File: config.mk
export PLATFORM = sky130hd
export DESIGN_NAME = pcs_rx_seq_ctrl
export DESIGN_NICKNAME = d
export VERILOG_FILES = /design/src/rtl/pcs_rx_seq_ctrl.sv
export SDC_FILE = /design/constraint.sdc
export NUM_CORES = 1
export LEC_CHECK = 0
export CORE_MARGIN = 5
export CORE_UTILIZATION = 49
export CTS_CLUSTER_SIZE = 24
export DETAILED_ROUTE_END_ITERATION = 12
export PLACE_DENSITY = 0.8
export SLEW_MARGIN = 0
export SYNTH_ARGS = -nofsm -noshare
export SYNTH_HDL_FRONTEND = slang
export SYNTH_SLANG_ARGS = --single-unit
File: constraint.sdc
create_clock -name clk -period 2.47 [get_ports clk]
set_input_delay 0.494 -clock clk [delete_from_list [all_inputs] [get_ports clk]]
set_output_delay 0.494 -clock clk [all_outputs]
set_load 0.01 [all_outputs]
File: src/rtl/pcs_rx_seq_ctrl.sv
// Receive sequencing controller: classifies decoded 64b/66b blocks, runs the
// receive state machine with one block of lookahead, and substitutes EBLOCK_R / LBLOCK_R.
module pcs_rx_seq_ctrl #(
   parameter int IS_40G       = 1,
   parameter int LANE0_CNT_N  = (IS_40G != 0) ? 1 : 2,
   parameter int XGMII_DATA_W = 64,
   parameter int XGMII_CTRL_W = 8,
   parameter int ERR_CNT_W    = 16
)(
   input  logic                    clk,
   input  logic                    nreset,
   input  logic                    valid_i,
   input  logic                    block_lock_i,
   input  logic                    head_err_i,
   input  logic                    ctrl_v_i,
   input  logic [LANE0_CNT_N-1:0]  start_v_i,
   input  logic                    term_v_i,
   input  logic                    err_v_i,
   input  logic [XGMII_DATA_W-1:0] rxd_i,
   input  logic [XGMII_CTRL_W-1:0] rxc_i,
   input  logic                    cnt_clr_i,
   output logic                    valid_o,
   output logic [XGMII_DATA_W-1:0] xgmii_rxd_o,
   output logic [XGMII_CTRL_W-1:0] xgmii_rxc_o,
   output logic [2:0]              state_o,
   output logic [ERR_CNT_W-1:0]    err_cnt_o
);

   typedef enum logic [2:0] {ST_INIT = 3'd0, ST_C = 3'd1, ST_D = 3'd2, ST_T = 3'd3, ST_E = 3'd4} state_t;
   typedef enum logic [2:0] {CL_C, CL_S, CL_D, CL_T, CL_E} cls_t;

   localparam logic [XGMII_DATA_W-1:0] EBLK_D = {(XGMII_DATA_W/8){8'hFE}};
   localparam logic [XGMII_CTRL_W-1:0] EBLK_C = {XGMII_CTRL_W{1'b1}};
   localparam logic [XGMII_DATA_W-1:0] LBLK_D = {(XGMII_DATA_W/32){32'h0100_009C}};
   localparam logic [XGMII_CTRL_W-1:0] LBLK_C = {(XGMII_CTRL_W/4){4'h1}};

   state_t                  state, state_nxt, tgt;
   cls_t                    cls, hold_cls;
   logic                    hold_vld, decide, next_cs, err_inc;
   logic [XGMII_DATA_W-1:0] hold_rxd, rxd_nxt;
   logic [XGMII_CTRL_W-1:0] hold_rxc, rxc_nxt;
   logic                    vld_nxt;

   always_comb begin
      cls = CL_C;
      if (head_err_i | err_v_i)  cls = CL_E;
      else if (!ctrl_v_i)        cls = CL_D;
      else if (|start_v_i)       cls = CL_S;
      else if (term_v_i)         cls = CL_T;
   end

   // Held block n is decided only when block n+1 arrives, so its class is the lookahead.
   assign decide  = valid_i & block_lock_i & hold_vld;
   assign next_cs = (cls == CL_C) || (cls == CL_S);

   always_comb begin
      tgt = ST_E;
      unique case (state)
         ST_D: begin
            if (hold_cls == CL_D)                 tgt = ST_D;
            else if (hold_cls == CL_T && next_cs) tgt = ST_T;
         end
         ST_E: begin
            if (hold_cls == CL_C)                 tgt = ST_C;
            else if (hold_cls == CL_D)            tgt = ST_D;
            else if (hold_cls == CL_T && next_cs) tgt = ST_T;
         end
         default: begin
            if (hold_cls == CL_C)                 tgt = ST_C;
            else if (hold_cls == CL_S)            tgt = ST_D;
         end
      endcase
   end

   always_comb begin
      state_nxt = state;
      if (!block_lock_i) state_nxt = ST_INIT;
      else if (decide)   state_nxt = tgt;
   end

   always_ff @(posedge clk or negedge nreset) begin
      if (!nreset) state <= ST_INIT;
      else         state <= state_nxt;
   end

   always_comb begin
      vld_nxt = 1'b0;
      rxd_nxt = xgmii_rxd_o;
      rxc_nxt = xgmii_rxc_o;
      err_inc = 1'b0;
      if (!block_lock_i) begin
         if (valid_i) begin
            vld_nxt = 1'b1;
            rxd_nxt = LBLK_D;
            rxc_nxt = LBLK_C;
         end
      end else if (decide) begin
         vld_nxt = 1'b1;
         if (tgt == ST_E) begin
            rxd_nxt = EBLK_D;
            rxc_nxt = EBLK_C;
            err_inc = 1'b1;
         end else begin
            rxd_nxt = hold_rxd;
            rxc_nxt = hold_rxc;
         end
      end
   end

   always_ff @(posedge clk or negedge nreset) begin
      if (!nreset) begin
         hold_vld <= 1'b0;
         hold_cls <= CL_C;
         hold_rxd <= '0;
         hold_rxc <= '0;
      end else if (!block_lock_i) begin
         hold_vld <= 1'b0;
      end else if (valid_i) begin
         hold_vld <= 1'b1;
         hold_cls <= cls;
         hold_rxd <= rxd_i;
         hold_rxc <= rxc_i;
      end
   end

   always_ff @(posedge clk or negedge nreset) begin
      if (!nreset) begin
         valid_o     <= 1'b0;
         xgmii_rxd_o <= LBLK_D;
         xgmii_rxc_o <= LBLK_C;
      end else begin
         valid_o     <= vld_nxt;
         xgmii_rxd_o <= rxd_nxt;
         xgmii_rxc_o <= rxc_nxt;
      end
   end

   // Clear has priority over a same-cycle increment.
   always_ff @(posedge clk or negedge nreset) begin
      if (!nreset)                         err_cnt_o <= '0;
      else if (cnt_clr_i)                  err_cnt_o <= '0;
      else if (err_inc && err_cnt_o != '1) err_cnt_o <= err_cnt_o + 1'b1;
   end

   assign state_o = state;

endmodule
[Word level (Yosys, flattened, before mapping)]
Index checks and enable logic that the tools add are counted.
Storage, ports and cells
  output and inout port bits: 92
  logic and storage cells: 62
  bits of input ports: 82
  flip-flop bits (word level): 168
Operators by class
  reductions and logical operators: 9
  muxes and demuxes: 30
  equality and inequality tests: 10
  $add $sub $neg: 1
  bitwise logic cells: 3
Operators with widths (count)
  $mux W64: 4
  $mux W16: 2
  $mux W8: 4
  $mux W3: 9
  $add A16 B1 Y16 const B: 1
  $ne A16 B16 Y1 const B: 1
  $eq A3 B2 Y1 const B: 3
  $mux W1: 8
  $eq A3 B1 Y1 const B: 2
  $eq A3 B3 Y1 const B: 2
  $logic_not A3 Y1: 2
  $pmux W3 S2: 1
  $mux W2: 2
  $reduce_and A2 Y1: 2
  $reduce_bool A2 Y1: 2
  $and A1 B1 Y1: 2
  $logic_and A1 B1 Y1: 2
  $ne A2 B1 Y1 const B: 1
  $ne A2 B2 Y1 const B: 1
  $logic_or A1 B1 Y1: 1
  $or A1 B1 Y1: 1

[Longest topological paths before layout]
  word-level depth: 18
  depth in mapped cells: 8
  gate-level depth less buffers: 6

[Least setup slack after synthesis]
Ideal clock, no wire load.
  path kind: in2reg
  start point: input port err_v_i
  end point: register err_cnt_o[9]
  setup time: 128 ps
  path buffers: 1
  data arrival time: 1904 ps
  path slack: 438 ps
  required time: 2342 ps
  stages: 6
  cells stage by stage: or2_2 or3_1 a41oi_2 buf_6 nor3_1 mux2_1
On the way
  cells in the longest elaborated chain, start to end: 15
RTL lines
  from (decl): RTL line 18  | input logic err_v_i,
  $or A1 B1 Y1 *: RTL line 46  | if (head_err_i | err_v_i) cls = CL_E;
  $mux W3 *: RTL line 46
  $eq A3 B1 Y1 or $logic_not A3 Y1 (tied branches): RTL line 54  | assign next_cs = (cls == CL_C) || (cls == CL_S);
  $logic_or A1 B1 Y1 *: RTL line 54
  $logic_and A1 B1 Y1 *: RTL line 61, 66
  $mux W3 *: RTL line 61, 66
  $mux W3 *: RTL line 60  | if (hold_cls == CL_D) tgt = ST_D;
  $mux W3: RTL line 64  | if (hold_cls == CL_C) tgt = ST_C;
  $pmux W3 S2 *: RTL line 58  | unique case (state)
  $eq A3 B3 Y1 *: RTL line 99  | if (tgt == ST_E) begin
  $mux W1 *: RTL line 99
  $mux W1 *: RTL line 97  | end else if (decide) begin
  $mux W1 *: RTL line 91  | if (!block_lock_i) begin
  $logic_and A1 B1 Y1 *: RTL line 142  | else if (err_inc && err_cnt_o != '1) err_cnt_o <= err_cnt_o + 1'b1;
  $reduce_bool A2 Y1 (no line) *
  to (signal assigned): RTL line 142
  to (decl): RTL line 26  | output logic [ERR_CNT_W-1:0] err_cnt_o
Mark *: on every way between the ends. The rest lies on a longest branch, timed or not.
A chain may end at the register's enable or synchronous reset.

[Final worst setup path]
  start point: register state[2] (netlist: state_o[2])
  end point: register err_cnt_o[3]
On the way
  cells in the longest elaborated chain, start to end: 8
RTL lines
  from (decl): RTL line 37  | state_t state, state_nxt, tgt;
  from (signal assigned): RTL line 83  | else state <= state_nxt;
  $eq A3 B3 Y1 or $eq A3 B2 Y1 (tied branches): RTL line 58
  $pmux W3 S2 *: RTL line 58
  $eq A3 B3 Y1 *: RTL line 99
  $mux W1 *: RTL line 99
  $mux W1 *: RTL line 97
  $mux W1 *: RTL line 91
  $logic_and A1 B1 Y1 *: RTL line 142
  $reduce_bool A2 Y1 (no line) *
Marks and branches as above.

==> results.sh <==
export IMPL_status="complete, no violations"
export IMPL_final_cells=961
export IMPL_cts_tree="yes"
export IMPL_dp_cells=929
export IMPL_synth_avg_cell_area_um2=11.56
export IMPL_post_route_cells_drive_above_1_share_pct=18.57
export IMPL_crit_type="reg2reg"
export IMPL_maxCapViolations=0
export IMPL_hold_class="in2async"
export IMPL_ys_warn_count=0
export IMPL_max_freq_ghz=0.4600
export IMPL_final_cell_mix="172 x clkdlybuf4s50_1, 156 x dfrtp_1, 116 x nand2_1"
export IMPL_clockRootBuffer="clkbuf_16"
export IMPL_power_density_mw_per_mm2=734.9
export IMPL_final_common_cell="clkdlybuf4s50_1"
export IMPL_gr_usage_all_layers_pct=20.92
export IMPL_syn_to_final_growth_pct=38.90
export IMPL_cts_resized=0
export IMPL_cp_end_kind="flip-flop"
export IMPL_critPathArrivalTime_ns=2.50
export IMPL_fin_crit_ns=2.174
export IMPL_fp_dieArea_mm2=0.01638
export IMPL_final_max_slew_viol_count=0
export IMPL_drtPass1Iterations=5
export IMPL_p_leak_nw=4.154
export IMPL_vias=5153
export IMPL_clk_latency_ns=0.42
export IMPL_ys_seq_area_share_pct=61.85
export IMPL_cts_hold_buf=0
export IMPL_grt_pass1_wl_um=27310
export IMPL_fin_crit_sh_pct=88.00
export IMPL_async_flop_share_pct=100.0
export IMPL_critPathRequiredTime_ns=2.79
export IMPL_cts_sinks=168
export IMPL_std_cell_rows=43
export IMPL_cp_start_kind="flip-flop"
export IMPL_core_mm2=0.01377
export IMPL_post_cts_setup_buffers=0
export IMPL_vias_per_cell=5.362
export IMPL_antenna_found_initial=0
export IMPL_syn_cell_area_mm2=0.006822
export IMPL_cpMaxStageDelayCell="or4_1"
export IMPL_grt_pass1_vias=5523
export IMPL_grt_start_max_net_pins=78
export IMPL_r2r_slack_ns=0.30
export IMPL_die_h_um=128.0
export IMPL_reg2reg_depth=6
export IMPL_insertedDiodeCount=0
export IMPL_die_width_um=128.0
export IMPL_gp_congestion=0.8259
export IMPL_synth_ff_type="dfrtp_1"
export IMPL_ys_types=49
export IMPL_slew_limit_headroom_pct=62.03
export IMPL_fill_cells=1046
export IMPL_reg2reg_from="state_o[2]"
export IMPL_drc=0
export IMPL_ir_drop_uv=445.9
export IMPL_placedInstanceArea_mm2=0.008881
export IMPL_whs_ns=0.03100
export IMPL_regArea_mm2=0.004219
export IMPL_syn_nets=673
export IMPL_hold_viol=0
export IMPL_wl_per_cell_um=17.24
export IMPL_multi_input_comb_area_mm2=0.002477
export IMPL_start_util_pct=49.53
export IMPL_fin_skew_ns=0.01064
export IMPL_drtIter0Drc=301
export IMPL_nets=851
export IMPL_pin_count=174
export IMPL_cts_buffers=17
export IMPL_cpPeakStageDelay_ns=0.50
export IMPL_clk_path_buf_depth=2
export IMPL_path_clk_slew_ns=0.06
export IMPL_synth_cells=590
export IMPL_htreeDepth=4
export IMPL_grt_ovfl_total=0
export IMPL_final_area_mm2=0.009475
export IMPL_port_buffers=173
export IMPL_hpwl_um=11400
export IMPL_crit_fanout=14
export IMPL_drt_wl_total_um=16560
export IMPL_synth_edf_count=0
export IMPL_detail_route_antenna_nets=0
export IMPL_worst_pin_slew_ns=0.5635
export IMPL_synth_seq_cells=168
export IMPL_r2r_end="err_cnt_o[3]"
export IMPL_rsz0062_at_grt="no"
export IMPL_crit_chain="or3b_1 > o22ai_2 > a41oi_2 > buf_4 > or4_1 > a21oi_1"
export IMPL_final_setup_viol_count=0
[critical path, delay by kind of cell (launching register included)]
kind / cells / cell delay [ns]
AND/OR/NAND/NOR: 2 / 0.89
buffers and inverters: 1 / 0.21
flip-flops: 1 / 0.49
AO/OA/AOI/OAI: 3 / 0.48
[metrics by stage]
step | worst slack, ns | util [%] | total power [mW] | setup TNS (ns)
finish | 0.2963 | 68.80 | 6.964 | 0
global route | 0.1778 | 68.80 | 7.282 | 0
CTS | 0.2881 | 68.80 | 7.036 | 0
detailed placement | -0.07794 | 64.48 | 4.393 | -0.6674
global placement | -0.03025 | 64.48 | 4.342 | -0.03076
floorplan | 0.4381 | - | 3.737 | 0
[final cells by class]
cell class / count / area share [%]
Tap cell: 180 / 2.377
Multi-Input combinational cell: 381 / 26.15
Clock inverter: 12 / 1.453
Clock buffer: 20 / 4.820
Timing Repair Buffer: 193 / 20.40
Inverter: 7 / 0.2773
Sequential cell: 168 / 44.53
[power breakdown]
group | switching, mW | total (mW) | internal [mW]
clock | 1.07 | 2.63 | 1.56
sequential | 0.171 | 3.25 | 3.08
combinational | 0.479 | 1.08 | 0.606
total | 1.72 | 6.96 | 5.24
[kinds of logic after synthesis]
family	after synthesis	share of synthesized area, %
DFF	168	61.85
xor gates and xnor gates	1	0.1284
buffers and inverters	41	2.458
adders and majority gates	1	0.1834
muxes	75	12.36
and+or+nand+nor	183	11.98
AOI/OAI and AO/OA	121	11.04
[how the worst max path moves through the flow]
stage | from | end | slack, ns | cells after the start
3_5_place_dp | valid_i | err_cnt_o[3] | -0.08 | 7
4_1_cts | state_o[2] | err_cnt_o[3] | 0.29 | 6
5_1_grt | state_o[2] | err_cnt_o[3] | 0.18 | 6
6_report | state_o[2] | err_cnt_o[3] | 0.30 | 6
2_1_floorplan | err_v_i | err_cnt_o[9] | 0.44 | 6
3_3_place_gp | valid_i | err_cnt_o[3] | -0.03 | 7
[state kept, by name (all words and copies together) (netlist names)]
register     count
err_cnt_o       16
xgmii_rxc_o      8
hold_rxc         8
hold_vld         1
valid_o          1
hold_rxd        64
xgmii_rxd_o     64
state_o          3
hold_cls         3
[Yosys cell counts (all sizes together), types with 3 or more instances]
| cell type | instances | area share [%] |
|---|---|---|
| a21oi | 16 | 1.2 |
| o22a | 10 | 1.3 |
| nor3 | 5 | 0.37 |
| or4 | 6 | 0.66 |
| dfrtp | 156 | 57 |
| a22o | 6 | 0.77 |
| a211oi | 3 | 0.33 |
| mux2 | 74 | 12 |
| nand3 | 11 | 0.81 |
| inv | 7 | 0.39 |
| nor2 | 18 | 1.0 |
| nand2b | 5 | 0.46 |
| or3b | 3 | 0.39 |
| dfstp | 12 | 4.6 |
| o31ai | 8 | 0.88 |
| o21ai | 64 | 4.7 |
| or3 | 6 | 0.55 |
| and3 | 3 | 0.28 |
| nand2 | 117 | 6.4 |
| clkbuf | 23 | 1.3 |
| buf | 11 | 0.81 |
[per-layer routing]
layer	GRT usage, %	share of wire, %	routed length [um]	up-vias
li1	-	-	-	2428
met1	25.98	42	6915	2544
met2	34.78	50	8352	149
met3	4.833	5.3	871	32
met4	9.738	2.6	425	0
met5	0	0	0	-
Power figures use the tool's default switching activity.
